[config.mk]
export PLATFORM = sky130hd
export DESIGN_NAME = regfile_sb
export DESIGN_NICKNAME = d
export VERILOG_FILES = /design/src/rtl/regfile_sb.sv
export SDC_FILE = /design/constraint.sdc
export NUM_CORES = 2
export LEC_CHECK = 0
export CAP_MARGIN = 20
export CORE_ASPECT_RATIO = 0.6
export CORE_MARGIN = 5
export CORE_UTILIZATION = 45
export DETAILED_ROUTE_END_ITERATION = 16
export HOLD_SLACK_MARGIN = 0.03
export PLACE_DENSITY = 0.64
export SLEW_MARGIN = 40
export SYNTH_ARGS = -nofsm -noshare
export SYNTH_HDL_FRONTEND = slang
export SYNTH_SLANG_ARGS = --single-unit
[constraint.sdc]
create_clock -name clk -period 5.77 [get_ports clk]
set_clock_uncertainty 0.15 [all_clocks]
set_input_delay 1.4425 -clock clk [delete_from_list [all_inputs] [get_ports clk]]
set_output_delay 1.4425 -clock clk [all_outputs]
set_load 0.02 [all_outputs]
[src/rtl/regfile_sb.sv]
// Purpose : multi-port integer register file with per-register busy scoreboard
//           and optional same-cycle write-to-read forwarding; register 0 is hard zero.
// Latency : reads combinational; write->array read 1 cycle, write->bypassed read 0
//           cycles, claim->rd_ready low 1 cycle.
// Backpressure: none; every write and claim is accepted each cycle, and operand
//           readiness is reported on rd_ready instead of stalling.
//
// Ports:
//   clk, reset          rising-edge clock, synchronous active-high reset
//   rs/rs_valid         per-read-port address and enable
//   rd/rd_ready         per-read-port data and "operand not pending"
//   rw/we/wval          per-write-port address, enable, data (highest port wins)
//   claim/claim_reg     issue-side destination claim (sets busy)
//   busy                scoreboard bits, bit 0 always 0
module regfile_sb #(
  parameter int Width    = 32,
  parameter int NumRegs  = 32,
  parameter int NumRead  = 2,
  parameter int NumWrite = 1,
  parameter int Bypass   = 1,
  localparam int AddrW   = $clog2(NumRegs)
) (
  input  logic                                clk,
  input  logic                                reset,
  input  logic [NumRead-1:0][AddrW-1:0]       rs,
  input  logic [NumRead-1:0]                  rs_valid,
  output logic [NumRead-1:0][Width-1:0]       rd,
  output logic [NumRead-1:0]                  rd_ready,
  input  logic [NumWrite-1:0][AddrW-1:0]      rw,
  input  logic [NumWrite-1:0]                 we,
  input  logic [NumWrite-1:0][Width-1:0]      wval,
  input  logic                                claim,
  input  logic [AddrW-1:0]                    claim_reg,
  output logic [NumRegs-1:0]                  busy
);

  // When NumRegs fills the address space every nonzero address is real.
  localparam bit Pow2 = (NumRegs == (1 << AddrW));

  // True for an address that names a real, writable register (not 0, not past the end).
  function automatic logic addr_ok(input logic [AddrW-1:0] a);
    return (a != '0) && (Pow2 || (32'(a) < 32'(NumRegs)));
  endfunction

  logic [NumRegs-1:0][Width-1:0] regs_q, regs_d;
  logic [NumRegs-1:0]            busy_q, busy_d;

  // Next state: writes first (ascending port order so the highest port wins),
  // then the claim, so a claim on the retiring register leaves it busy.
  always_comb begin
    regs_d = regs_q;
    busy_d = busy_q;
    for (int i = 0; i < NumWrite; i++) begin
      if (we[i] && addr_ok(rw[i])) begin
        regs_d[rw[i]] = wval[i];
        busy_d[rw[i]] = 1'b0;
      end
    end
    if (claim && addr_ok(claim_reg)) begin
      busy_d[claim_reg] = 1'b1;
    end
  end

  always_ff @(posedge clk) begin
    if (reset) begin
      regs_q <= '0;
      busy_q <= '0;
    end else begin
      regs_q <= regs_d;
      busy_q <= busy_d;
    end
  end

  // Read ports. Disabled, zero and out-of-range reads return 0 and are always ready.
  // A forwarded write supplies the value the pending producer is delivering now,
  // so it is ready even though the busy bit is still set this cycle.
  always_comb begin
    for (int j = 0; j < NumRead; j++) begin
      rd[j]       = '0;
      rd_ready[j] = 1'b1;
      if (rs_valid[j] && addr_ok(rs[j])) begin
        rd[j]       = regs_q[rs[j]];
        rd_ready[j] = ~busy_q[rs[j]];
        if (Bypass != 0) begin
          for (int i = 0; i < NumWrite; i++) begin
            if (we[i] && (rw[i] == rs[j])) begin
              rd[j]       = wval[i];
              rd_ready[j] = 1'b1;
            end
          end
        end
      end
    end
  end

  assign busy = busy_q;

endmodule

==> metrics.md <==
| Metric | Value |
|---|---|
| Initial antenna violation count | `9` |
| Post-Layout Cell Count | `8246` |
| Largest cells by area after synthesis | `dfxtp_1, nand2_1, mux4_2, a21oi_1, mux2i_1` |
| Pint | `11.8 mW` |
| DRT iter0 DRCs | `10877` |
| R2R setup slack | `4.63 ns` |
| Met1 Usage GRT | `53.6%` |
| MaxCap Viol Count | `0` |
| Switching power | `4.48 mW` |
| Detailed Routing Iterations Pass 1 | `10` |
| Synth Instances | `6587` |
| Routed WL | `264000 µm` |
| Largest net degree at the start of global routing | `128` |
| PwrDens | `261 nW/µm²` |
| Hold EP | `regs_q[1019]` |
| P&R area growth vs syn | `14.4%` |
| Post-Synth Simple-Gate Area | `18.5%` |
| Total Power | `16.3 mW` |
| M3 GR Usage | `18.2%` |
| CP most frequent cell | `buf_4` |
| Root Driver | `clkbuf_16` |
| Cts bufs inserted | `99` |
| Worst-path clk slew | `0.06 ns` |
| Yosys cell types | `72` |
| Hold WS | `0.317 ns` |
| First-pass GRT wire length | `369000 µm` |
| Clock power frac | `43.8%` |
| Starting density of the core | `45.1%` |
| Vias in the first global route | `50242` |
| GRT busiest layer | `met1` |
| FP Rows | `99` |
| Clk sinks | `1056` |
| Crit Reg-Reg Startpoint | `busy[26]` |
| Post-Synth XOR/XNOR Area | `0.160%` |
| Final Slew Violations | `0` |
| Arrival time worst endpoint | `4.31 ns` |
| CP Max Fanout | `18` |
| CP top delay family | `buffers and inverters` |
| Core area | `121000 µm²` |
| DR vias | `55431` |
| Ys flop type | `dfxtp_1` |
| Sequential share of power | `45.4%` |
| Maximum vdd drop | `0.255 mV` |
| Syn Area/Cell | `8.29 µm²` |
| Share of layout cells above drive strength 1 | `14.9%` |
| Routed vias/inst | `6.72` |
| Port Buf Inserts | `155` |
| Largest family of logic cells by synthesized area | `multiplexers` |
| Post-synth top area share | `38.7%` |
| Clock Latency Late Sink | `0.75 ns` |
| Final nets | `6592` |
| CTS tree | `done` |
| Synth cell count leaders | `nand2_1, dfxtp_1, a21oi_1` |
| Worst Hold Class | `register to register` |
| Met2 capacity usage during global routing | `51.0%` |
| Final Hold Fails | `0` |
| Sequential element share of the synthesized area | `38.7%` |
| Die width | `460 µm` |
| Routed wire per std cell | `32.0 µm` |
| Net Sw Frac | `27.5%` |
| Die extent in y | `280 µm` |
| CP Capture Type | `primary output` |
| Clk buf depth | `3` |
| Mapped Nets | `6645` |
| FF+latch count, synth | `1056` |
| CP Launch Type | `input port` |
| Post-detailed-route count of antenna-violating nets | `0` |
| Reg2Reg Capture Point | `busy[26]` |
| Area of the die | `129000 µm²` |
| RSZ-0062 raised after global routing | `no` |
| Detailed-placement wirelength estimate | `166000 µm` |
| Hold Crit Depth | `2` |
| Fmax | `0.170 GHz` |
| Buf/Inv on CP | `4` |
| Status | `complete, but fails checks` |
| Post-CTS setup buffers | `0` |
| Most frequent cell after synthesis | `nand2_1` |
| Tcrit/Tclk final | `102%` |
| Failing checks | `negative setup slack` |
| Synth warnings | `0` |
| Post-place setup slack | `-0.229 ns` |
| Hold_sp | `regs_q[1019]` |
| Post-layout worst setup margin | `-0.129 ns` |
| H-tree levels | `3` |
| Post-synth top area cell | `dfxtp_1` |
| Post-route DRC | `0` |
| Routability cong. | `0.992` |
| Mux share of post-synthesis cell area | `20.8%` |
| Grt total ovfl | `0` |
| Final setup fails | `3` |
| CP Class | `input port to primary output` |
| Synth Area in Adders | `0%` |
| Slew @ Worst Pin | `0.996 ns` |
| Comb pwr share | `10.9%` |
| FF-to-FF path depth | `2` |
| # IOs | `156` |
| Fin crit period | `5.90 ns` |
| CP max stage delay | `0.76 ns` |
| Ys async rst share | `0%` |
| Slew margin rel. | `33.4%` |
| Critical Path Slowest Stage Cell | `o41ai_1` |
| Cell Chain, Critical Path | `buf_2 -> or3b_2 -> buf_4 -> o22a_1 -> o221ai_1 -> o41ai_1 -> buf_4 -> o2bb2ai_1 -> buf_4` |
| CP required | `4.18 ns` |
| Cell Area, Synth | `54600 µm²` |
| Placed Cells | `8048` |
| Hold_buf cts | `0` |
| Synth Area in Compound Gates | `15.8%` |
| Leakage Power | `21.1 nW` |
| EDFF count, synth | `0` |
| Total track usage | `39.3%` |
==> stage by stage <==
stage	setup TNS (ns)	utilization (%)	cell area (µm²)
floorplan	0	-	54600
global placement	-1.04	48.6	58800
detailed placement	-0.854	48.7	58900
CTS	0	51.5	62300
global route	0	51.6	62400
finish	-0.165	51.6	62500
==> power by group through the flow <==
stage / sequential, mW / combinational, mW / clock (mW)
floorplan: 7.54 / 0.929 / 0
global placement: 7.55 / 1.66 / 0
detailed placement: 7.55 / 1.67 / 0
CTS: 7.38 / 1.67 / 7.08
global route: 7.39 / 1.77 / 7.40
finish: 7.38 / 1.77 / 7.13
==> state kept, by name, summed over array words and instances, names as in the netlist <==
signal,flops
busy,32
regs_q,1024
==> routing by layer <==
layer  part of all wire [%]  wire [µm]
met1                     37      98500
met2                     37      98900
met3                     18      48400
met4                    6.9      18200
met5                  0.017         44
==> tightest hold or removal path, stage by stage, from the launching register on <==
cell and delay, ns:
dfxtp_1 0.32, nand2_1 0.05, a21oi_1 0.05
==> cell usage in the layout, fill, tap and decap left out, drive strengths merged, types with 26 or more instances in the layout <==
cell type / n
mux4: 275
clkdlybuf4s50: 105
mux2i: 493
a21oi: 1036
dfxtp: 1056
nor2b: 45
a22oi: 37
clkinv: 26
a22o: 46
nor4: 28
buf: 423
o21ai: 54
nor2: 184
nand2: 2160
o22ai: 149
a211oi: 27
clkbuf: 140
==> worst max path at each step <==
stage | end | start | cells after the start
2_1_floorplan | rd[20] | rs[0] | 9
3_3_place_gp | rd[4] | rs[3] | 8
3_5_place_dp | rd[4] | rs[3] | 8
4_1_cts | rd[43] | rw[4] | 11
5_1_grt | rd[25] | rw[2] | 9
6_report | rd[38] | rs[8] | 9
==> area by class of cell <==
| type | instances | area (µm²) |
|---|---|---|
| Fill cell | 11188 | 58500 |
| Multi-Input combinational cell | 4843 | 30700 |
| Sequential cell | 1056 | 21100 |
| Timing Repair Buffer | 529 | 5180 |
| Clock buffer | 140 | 2850 |
| Tap cell | 1616 | 2020 |
| Clock inverter | 45 | 542 |
| Antenna cell | 12 | 30.0 |
| Inverter | 5 | 18.8 |
==> cell families (layout without fill, tap and decap cells) <==
group,after synthesis,after routing
simple gates,2541,2541
compound gates,1505,1505
flops,1056,1056
mux,787,787
buf+inv,688,719
xor+xnor,10,10
other cells,0,12
==> timing repair <==
item | CTS | global route
endpoints found under the hold margin | 0 | 0
resized for setup | 8 | 9
endpoints found under the setup margin | 10 | 9
Power figures use the tool's default switching activity.
